`src/rtl/imuldiv_div_issue_unit_pkg.sv`:
```
// Shared encodings for the divide issue unit: divider fn codes, the
// quotient/remainder select, result field positions and stage states.
package imuldiv_div_issue_unit_pkg;

   localparam logic DIVREQ_MSG_FN_SIGNED   = 1'b0;
   localparam logic DIVREQ_MSG_FN_UNSIGNED = 1'b1;

   localparam logic SEL_QUOT = 1'b0;
   localparam logic SEL_REM  = 1'b1;

   localparam int QUOT_LSB = 0;
   localparam int QUOT_MSB = 31;
   localparam int REM_LSB  = 32;
   localparam int REM_MSB  = 63;

   localparam logic [0:0] ST_EMPTY = 1'b0;
   localparam logic [0:0] ST_FULL  = 1'b1;

   typedef struct packed {
      logic        fn;
      logic [31:0] a;
      logic [31:0] b;
      logic        sel;
   } div_op_t;

   function automatic logic [31:0] select_result(input logic sel, input logic [63:0] result);
      return (sel == SEL_REM) ? result[REM_MSB:REM_LSB] : result[QUOT_MSB:QUOT_LSB];
   endfunction

endpackage

```
`src/rtl/imuldiv_DivTagQueue.sv`:
```
// In-order FIFO of {sel,tag} for outstanding divreqs. Pointers wrap
// naturally because DEPTH is a power of two.
module imuldiv_DivTagQueue
#(
   parameter int DEPTH = 4,
   parameter int W     = 6
)(
   input  logic         clk,
   input  logic         reset,
   input  logic         push,
   input  logic [W-1:0] push_data,
   input  logic         pop,
   output logic [W-1:0] pop_data,
   output logic         full,
   output logic         empty
);

   localparam int AW = $clog2(DEPTH);
   localparam logic [AW-1:0] PTR_ONE = 1;
   localparam logic [AW:0]   CNT_ONE = 1;
   localparam logic [AW:0]   CNT_MAX = (AW+1)'(DEPTH);

   logic [W-1:0]  mem [DEPTH];
   logic [AW-1:0] head;
   logic [AW-1:0] tail;
   logic [AW:0]   count;
   logic          do_push;
   logic          do_pop;

   // A full queue refuses pushes even when a pop frees a slot this cycle.
   assign full     = (count == CNT_MAX);
   assign empty    = (count == '0);
   assign do_push  = push && !full;
   assign do_pop   = pop && !empty;
   assign pop_data = mem[head];

   always_ff @(posedge clk or posedge reset) begin
      if (reset) begin
         head  <= '0;
         tail  <= '0;
         count <= '0;
         for (int i = 0; i < DEPTH; i++) mem[i] <= '0;
      end else begin
         if (do_push) begin
            mem[tail] <= push_data;
            tail      <= tail + PTR_ONE;
         end
         if (do_pop) head <= head + PTR_ONE;
         case ({do_push, do_pop})
            2'b10:   count <= count + CNT_ONE;
            2'b01:   count <= count - CNT_ONE;
            default: count <= count;
         endcase
      end
   end

endmodule

```
`src/rtl/imuldiv_div_issue_unit.sv`:
```
// Issues divide ops to the iterative divider and returns the selected
// quotient/remainder with its destination tag, in request order.
module imuldiv_div_issue_unit
   import imuldiv_div_issue_unit_pkg::*;
#(
   parameter int DEPTH = 4,
   parameter int TAGW  = 5
)(
   input  logic            clk,
   input  logic            reset,
   input  logic            op_val,
   output logic            op_rdy,
   input  logic            op_fn,
   input  logic            op_sel,
   input  logic [31:0]     op_a,
   input  logic [31:0]     op_b,
   input  logic [TAGW-1:0] op_tag,
   output logic            divreq_msg_fn,
   output logic [31:0]     divreq_msg_a,
   output logic [31:0]     divreq_msg_b,
   output logic            divreq_val,
   input  logic            divreq_rdy,
   input  logic [63:0]     divresp_msg_result,
   input  logic            divresp_val,
   output logic            divresp_rdy,
   output logic            wb_val,
   input  logic            wb_rdy,
   output logic [31:0]     wb_data,
   output logic [TAGW-1:0] wb_tag,
   output logic            err
);

   localparam int QW = TAGW + 1;

   logic [0:0]      req_state;
   div_op_t         req_op;
   logic [TAGW-1:0] req_tag;
   logic [0:0]      wb_state;

   logic            op_fire;
   logic            req_fire;
   logic            resp_fire;
   logic            wb_fire;
   logic            q_full;
   logic            q_empty;
   logic [QW-1:0]   q_head;
   logic            head_sel;
   logic [TAGW-1:0] head_tag;

   // Every channel transfers on a cycle where val && rdy at the rising edge;
   // val never waits on rdy, rdy may look at the downstream fire.
   assign divreq_val  = (req_state == ST_FULL) && !q_full;
   assign req_fire    = divreq_val && divreq_rdy;
   assign op_rdy      = (req_state == ST_EMPTY) || req_fire;
   assign op_fire     = op_val && op_rdy;

   assign wb_val      = (wb_state == ST_FULL);
   assign wb_fire     = wb_val && wb_rdy;
   assign divresp_rdy = !q_empty && (!wb_val || wb_fire);
   assign resp_fire   = divresp_val && divresp_rdy;

   assign divreq_msg_fn = req_op.fn;
   assign divreq_msg_a  = req_op.a;
   assign divreq_msg_b  = req_op.b;

   assign {head_sel, head_tag} = q_head;

   imuldiv_DivTagQueue #(.DEPTH(DEPTH), .W(QW)) tag_q (
      .clk       (clk),
      .reset     (reset),
      .push      (req_fire),
      .push_data ({req_op.sel, req_tag}),
      .pop       (resp_fire),
      .pop_data  (q_head),
      .full      (q_full),
      .empty     (q_empty)
   );

   // A new op may land in the same cycle the held op issues.
   always_ff @(posedge clk or posedge reset) begin
      if (reset) begin
         req_state <= ST_EMPTY;
         req_op    <= '0;
         req_tag   <= '0;
      end else if (op_fire) begin
         req_state <= ST_FULL;
         req_op    <= '{fn: op_fn, a: op_a, b: op_b, sel: op_sel};
         req_tag   <= op_tag;
      end else if (req_fire) begin
         req_state <= ST_EMPTY;
      end
   end

   always_ff @(posedge clk or posedge reset) begin
      if (reset) begin
         wb_state <= ST_EMPTY;
         wb_data  <= '0;
         wb_tag   <= '0;
      end else if (resp_fire) begin
         wb_state <= ST_FULL;
         wb_data  <= select_result(head_sel, divresp_msg_result);
         wb_tag   <= head_tag;
      end else if (wb_fire) begin
         wb_state <= ST_EMPTY;
      end
   end

   // A response with nothing outstanding is a divider protocol violation.
   always_ff @(posedge clk or posedge reset) begin
      if (reset)                       err <= 1'b0;
      else if (divresp_val && q_empty) err <= 1'b1;
   end

endmodule

```
`config.mk`:
```
export PLATFORM = sky130hd
export DESIGN_NAME = imuldiv_div_issue_unit
export DESIGN_NICKNAME = d
export VERILOG_FILES = /design/src/rtl/imuldiv_div_issue_unit_pkg.sv /design/src/rtl/imuldiv_DivTagQueue.sv /design/src/rtl/imuldiv_div_issue_unit.sv
export SDC_FILE = /design/constraint.sdc
export NUM_CORES = 1
export LEC_CHECK = 0
export CELL_PAD_IN_SITES_DETAIL_PLACEMENT = 1
export CELL_PAD_IN_SITES_GLOBAL_PLACEMENT = 1
export CORE_ASPECT_RATIO = 1.2
export CORE_UTILIZATION = 35
export DETAILED_ROUTE_END_ITERATION = 7
export DONT_BUFFER_PORTS = 1
export PLACE_DENSITY_LB_ADDON = 0.1
export REMOVE_ABC_BUFFERS = 1
export SYNTH_ARGS = -nofsm -noshare
export SYNTH_HDL_FRONTEND = slang
export SYNTH_SLANG_ARGS = --single-unit
export TNS_END_PERCENT = 1
```
`constraint.sdc`:
```
create_clock -name clk -period 4.2 [get_ports clk]
set_input_delay 0.42 -clock clk [delete_from_list [all_inputs] [get_ports clk]]
set_output_delay 0.42 -clock clk [all_outputs]
set_load 0.01 [all_outputs]
```
==> impl_results.md, run 1 <==
- Sw Ratio: 31.9%
- Mean Syn Cell Area: 14.3 µm²
- CTS resizes: 0
- Clock buffer depth: 2
- DR pass1 iterations: 4
- Starting Density: 35.8%
- Post-DP HPWL: 8.83 mm
- Sequential cell area: 0.00355 mm²
- Worst Tran Pin Value: 1000 ps
- Synth-to-layout area growth: 4.06%
- Post-CTS setup buffer count: 0
- Design Power: 0.00565 W
- Routed len/inst: 19.1 µm
- Worst clock skew: 8.69 ps
- Reg clk slew, reported paths: 60 ps
- Post-Synthesis Cell Area: 0.00674 mm²
- Initial antenna violation count: 0
- Root Driver: clkbuf_16
- Final setup viols: 0
- Vias in the first global route: 3556
- Element type at the critical path start: register
- Tcrit/Tclk final: 56.3%
- Remaining routing DRC violations: 0
- Sequential share of the synthesized area: 52.7%
- CTS tree: built
- RSZ-0062 raised after global routing: false
- Inserted Diodes: 0
- Post-synth ARST share: 100%
- R2R cell count: 9
- Power Density: 805 mW/mm²
- Clk sinks: 142
- Vias post-DR: 3178
- Fraction of layout cells with a size suffix above 1: 33.1%
- Total track usage: 13.5%
- Post-CTS Hold Buffers: 0
- Final hold viol count: 11
- Later-pin clock latency in the skew report: 410 ps
- Worst path buffer plus inverter count: 2
- Final GP Congestion: 0.691
- Total Routed Length: 12.9 mm
- #FFs+latches synth: 142
- Worst flop-to-flop path endpoint: tag_q.count[2]
- I/O Buffers: 0
- H-tree lvl count: 4
- Critical path endpoint category: register
- Die height: 154 µm
- Logic pwr share: 26.3%
- Area occupied by multi-input gates: 0.00244 mm²
- Dpl cell area: 0.00637 mm²
- Critical path arrival: 2690 ps
- Worst Path Max Fanout: 8
- Die Area: 0.0198 mm²
- Internal: 0.00385 W
- Filler cells: 1966
- Layout Nets: 555
- Post-route ant nets: 0
- Hold Worst Slack: -6.22 ps
- Leak: 3.27 nW
- Switch Pwr: 0.00180 W
- Maxcap violations: 0
- VDD IR max: 0.257 mV
- Yosys cell types: 34
- Worst R2R Start: tag_q.count[0]
- Min Tclk post-route: 2360 ps
- Die span in x: 129 µm
- Fmax achieved: 0.423 GHz
- Num CTS Buffers: 17
- Syn Inst Count: 471
- Crit Path Category: register to register
- Final slew viol count: 0
- I/O pin count: 248
- Failing checks: hold timing
- Commonest cells after routing, fill and taps aside: dfrtp_1 (142), mux2_4 (70), nand2_1 (35)
- First-pass GRT wire length: 20.1 mm
- Finished Layout Cells: 676
- Reg2reg setup slack: 1840 ps
- Largest net degree at the start of global routing: 78
- Core footprint: 0.0189 mm²
- Outcome: complete, but fails checks
- Worst slew margin: 33.1%
- Vias per std cell: 4.70
- Flop pwr share: 44.5%
- Ys Warns: 0
- Clock share of power: 29.2%
- Hold crit path type: input port to asynchronous set/reset pin
- Post-synth EDFFs: 0
- Crit path launch: tag_q.count[0]
- Slowest CP cell: or3b_4
- FP Rows: 55
- Setup TNS Final: 0 ps
- Design area: 0.00702 mm²
- Worst path max stage delay: 420 ps
- Total global routing overflow: 0
- CP Cell Sequence: or3b_4, and3_2, inv_1, ha_1, inv_1, fa_1, xor2_1, nor2_1, xor2_1
- Required time worst endpoint: 4520 ps
- Commonest non-fill, non-tap cell in the layout: dfrtp_1
- Crit path max-delay family: simple AND/OR/NAND/NOR gates
- Detailed Route Iter0 Violations: 123
- Placed Cells: 645
- Top FF cell, synth: dfrtp_1
[registers in the layout (all words and copies together) (netlist names)]
name / cells
req_op: 1
tag_q.tail: 2
tag_q.head: 2
wb_data: 32
req_tag: 5
divreq_msg_b: 32
req_state: 1
err: 1
tag_q.mem: 24
divreq_msg_fn: 1
wb_tag: 5
divreq_msg_a: 32
wb_val: 1
tag_q.count: 3
[logic make-up (layout without fill, tap and decap cells)]
family	Yosys count	in the layout	share of synthesized area, %
AOI/OAI and AO/OA	35	35	2.80
xor gates and xnor gates	6	6	0.779
adders and majority gates	6	6	1.22
buffers and inverters	93	42	11.1
DFF	142	142	52.7
muxes	139	139	27.5
and+or+nand+nor	50	50	3.90
[power by group through the flow]
stage | clock network, W | logic [W] | registers, W
2_1_floorplan | 0 | 0.00128 | 0.00238
3_3_place_gp | 0 | 0.00147 | 0.00254
3_5_place_dp | 0 | 0.00154 | 0.00254
4_1_cts | 0.00170 | 0.00153 | 0.00253
5_1_grt | 0.00175 | 0.00166 | 0.00260
6_report | 0.00165 | 0.00149 | 0.00252
[through the flow]
step | utilization (%) | setup WS [ps]
2_1_floorplan | - | -29.6
3_3_place_gp | 33.8 | 1900
3_5_place_dp | 33.8 | 1820
4_1_cts | 37.2 | 1800
5_1_grt | 37.2 | 1680
6_report | 37.2 | 1840
[worst max-delay path by stage]
stage	endpoint	slack, ps	cells past startpoint
after CTS	tag_q.count[2]	1800	9
after global placement	tag_q.count[2]	1900	9
after global routing	tag_q.count[2]	1680	9
after detailed placement	tag_q.count[2]	1820	9
final	tag_q.count[2]	1840	9
after floorplan	divreq_msg_a[0]	-30	1
[cells in the mapped netlist, types with 2 or more instances]
library cell | count | share of area [%]
buf_12 | 7 | 2.1
buf_2 | 3 | 0.22
buf_4 | 65 | 7.2
buf_6 | 5 | 0.83
clkbuf_1 | 4 | 0.22
dfrtp_1 | 142 | 53
ha_1 | 5 | 0.93
inv_1 | 7 | 0.39
mux2_1 | 10 | 1.7
mux2_2 | 20 | 3.3
mux2_4 | 70 | 16
mux2i_1 | 33 | 4.9
mux4_2 | 6 | 2.0
nand2_1 | 35 | 1.9
nand2_4 | 4 | 0.67
nor2_1 | 2 | 0.11
o21ai_0 | 28 | 2.1
o21ai_1 | 5 | 0.37
xnor2_1 | 4 | 0.52
xor2_1 | 2 | 0.26
[metal layers]
layer	routed length (µm)	global-route usage [%]	part of all wire, %	vias up
met4	163	4.99	1.3	0
met5	0	0	0	-
li1	-	-	-	1408
met2	6230	21.3	48	182
met1	5100	16.0	40	1577
met3	1400	6.02	11	11
[final cells by class]
type | instances | area share, %
Sequential cell | 142 | 50.6
Multi-Input combinational cell | 236 | 34.8
Clock buffer | 20 | 6.51
Tap cell | 256 | 4.56
Clock inverter | 11 | 2.69
Inverter | 8 | 0.499
Timing Repair Buffer | 3 | 0.321
Note: power is estimated with default switching activity, not from simulation.
==> inputs of run 2 (changes only) <==
==> constraint.sdc (replaced) <==
create_clock -name clk -period 1.9 [get_ports clk]
set_input_delay 0.19 -clock clk [delete_from_list [all_inputs] [get_ports clk]]
set_output_delay 0.19 -clock clk [all_outputs]
set_load 0.01 [all_outputs]
==> impl_results.md, run 2 (synthesized netlist as in run 1, its figures left out) <==
- Total global routing overflow: 0 (unchanged)
- CTS tree: built
- Worst setup margin: -112 ps (-1950 ps)
- Area occupied by multi-input gates: 0.00247 mm² (+1.4%)
- Worst slew margin: 70.6% (+37 points)
- Required time worst endpoint: 2240 ps (-2280 ps)
- Commonest cells after routing, fill and taps aside: dfrtp_1 (142), dlygate4sd3_1 (127), mux2_4 (71)
- Min Tclk post-route: 2010 ps (-352 ps)
- FP Rows: 55 (unchanged)
- Inserted Diodes: 0 (unchanged)
- Reg clk slew, reported paths: 60 ps (about the same)
- Remaining routing DRC violations: 0 (unchanged)
- VDD IR max: 0.588 mV (+130%)
- Die height: 154 µm (unchanged)
- I/O pin count: 248 (unchanged)
- Power Density: 1520 mW/mm² (+88%)
- Maxcap violations: 0 (unchanged)
- Worst clock skew: 16.4 ps (+7.76 ps)
- Worst Tran Pin Value: 441 ps (-562 ps)
- Layout Nets: 706 (+27%)
- HP Start: divresp_msg_result[45]
- Post-DP HPWL: 9.40 mm (+6.5%)
- Worst path max stage delay: 410 ps (about the same)
- Total Routed Length: 15.0 mm (+16%)
- Num CTS Buffers: 17 (unchanged)
- Slowest CP cell: or3b_4
- Later-pin clock latency in the skew report: 420 ps (about the same)
- Die Area: 0.0198 mm² (unchanged)
- Final slew viol count: 0 (unchanged)
- Synth-to-layout area growth: 26.7%
- Vias post-DR: 3809 (+20%)
- Setup WS pre-CTS: -251 ps (-2070 ps)
- Crit path launch: tag_q.count[0]
- Initial antenna violation count: 0 (unchanged)
- Vias per std cell: 4.60 (-2.1%)
- Vias in the first global route: 4321 (+22%)
- CP Cell Sequence: or3b_4, and3_4, inv_2, ha_4, inv_2, fa_2, xor2_1, nor2_1, xor2_1
- Critical path endpoint category: register
- Worst Path Max Fanout: 2 (-6)
- Largest net degree at the start of global routing: 67 (-14%)
- Commonest non-fill, non-tap cell in the layout: dfrtp_1
- Crit Path Category: register to register
- Outcome: complete, but fails checks
- Core footprint: 0.0189 mm² (unchanged)
- Leak: 3.93 nW (+20%)
- Root Driver: clkbuf_16
- Routed len/inst: 18.1 µm (-5.2%)
- Setup TNS Final: -2210 ps (-2210 ps)
- DR pass1 iterations: 4 (unchanged)
- I/O Buffers: 0 (unchanged)
- Hold crit path type: input port to register
- Element type at the critical path start: register
- Worst path buffer plus inverter count: 2 (unchanged)
- Filler cells: 1926 (-2.0%)
- Fraction of layout cells with a size suffix above 1: 29.9% (-3.2 points)
- Critical path arrival: 2350 ps (-340 ps)
- Failing checks: setup timing
- First-pass GRT wire length: 23.4 mm (+17%)
- Crit path max-delay family: simple AND/OR/NAND/NOR gates
- Final hold viol count: 0 (-11)
- Die span in x: 129 µm (unchanged)
- H-tree lvl count: 4 (unchanged)
- Tcrit/Tclk final: 106% (+50 points)
- Final GP Congestion: 0.728 (+5.3%)
- Total track usage: 15.7% (+2.3 points)
- Sequential cell area: 0.00355 mm² (unchanged)
- Worst R2R Start: tag_q.count[0]
- Final setup viols: 47 (+47)
- Fmax achieved: 0.497 GHz (+18%)
- Detailed Route Iter0 Violations: 90 (-27%)
- RSZ-0062 raised after global routing: true
- Clock buffer depth: 2 (unchanged)
- Post-route ant nets: 0 (unchanged)
- Hold Worst Slack: 1.39 ps (+7.61 ps)
- Starting Density: 35.8% (unchanged)
- Clk sinks: 142 (unchanged)
[run 2: worst reg2reg max path: stages, from the launching register on]
cell and delay [ps]:
dfrtp_1 380, or3b_4 410, and3_4 190, inv_2 60
ha_4 130, inv_2 30, fa_2 330, xor2_1 150
nor2_1 110, xor2_1 150
[run 2: path summary, 6_finish.rpt]
check | end | slack [ps] | depth (start not counted)
max in group asynchronous | tag_q.tail[0] | 870 | 3
min in group asynchronous | divreq_msg_a[7] | 280 | 2
worst min register to register | tag_q.mem[2] | 490 | 1
worst min-delay path | wb_data[13] | 1 | 2
worst max-delay path | tag_q.count[2] | -110 | 9
worst max register to register | tag_q.count[2] | -110 | 9
[run 2: what timing repair did]
item	CTS	global route
hold buffers	127	0
endpoints found under the setup margin	71	102
pin swaps	8	7
resized for setup	9	2
buffers inserted	2	0
endpoints found under the hold margin	143	0
[run 2: power by group]
| group | internal [W] | leakage (nW) | switching [W] |
|---|---|---|---|
| clock | 0.00212 | 0.290 | 0.00136 |
| combinational | 0.00232 | 1.96 | 0.00165 |
| sequential | 0.00423 | 1.68 | 0.00128 |
| total | 0.00867 | 3.93 | 0.00428 |
[run 2: area by class of cell]
| type | count | area share (%) |
|---|---|---|
| multi-input combinational | 236 | 29.0 |
| clock inverter | 14 | 2.12 |
| tap | 256 | 3.75 |
| inverter | 8 | 0.425 |
| sequential | 142 | 41.6 |
| clock buffer | 18 | 5.14 |
| timing repair buffer | 154 | 18.0 |
[run 2: through the flow]
step	instances	total power, W	util [%]	instance area [µm²]
after floorplan	386	0.00811	-	6020
after global placement	667	0.00912	35.0	6600
after detailed placement	667	0.00927	35.0	6600
after CTS	828	0.0131	45.3	8540
after global routing	828	0.0138	45.3	8550
final	828	0.0130	45.3	8550
[run 2: metal layers]
| metal | wire length (µm) | up-vias | part of all wire, % | GRT usage (%) |
|---|---|---|---|---|
| li1 | - | 1719 | - | - |
| met1 | 5850 | 1889 | 39 | 17.8 |
| met2 | 7530 | 187 | 50 | 26.5 |
| met3 | 1430 | 14 | 9.6 | 6.37 |
| met4 | 159 | 0 | 1.1 | 5.38 |
| met5 | 0 | - | 0 | 0 |
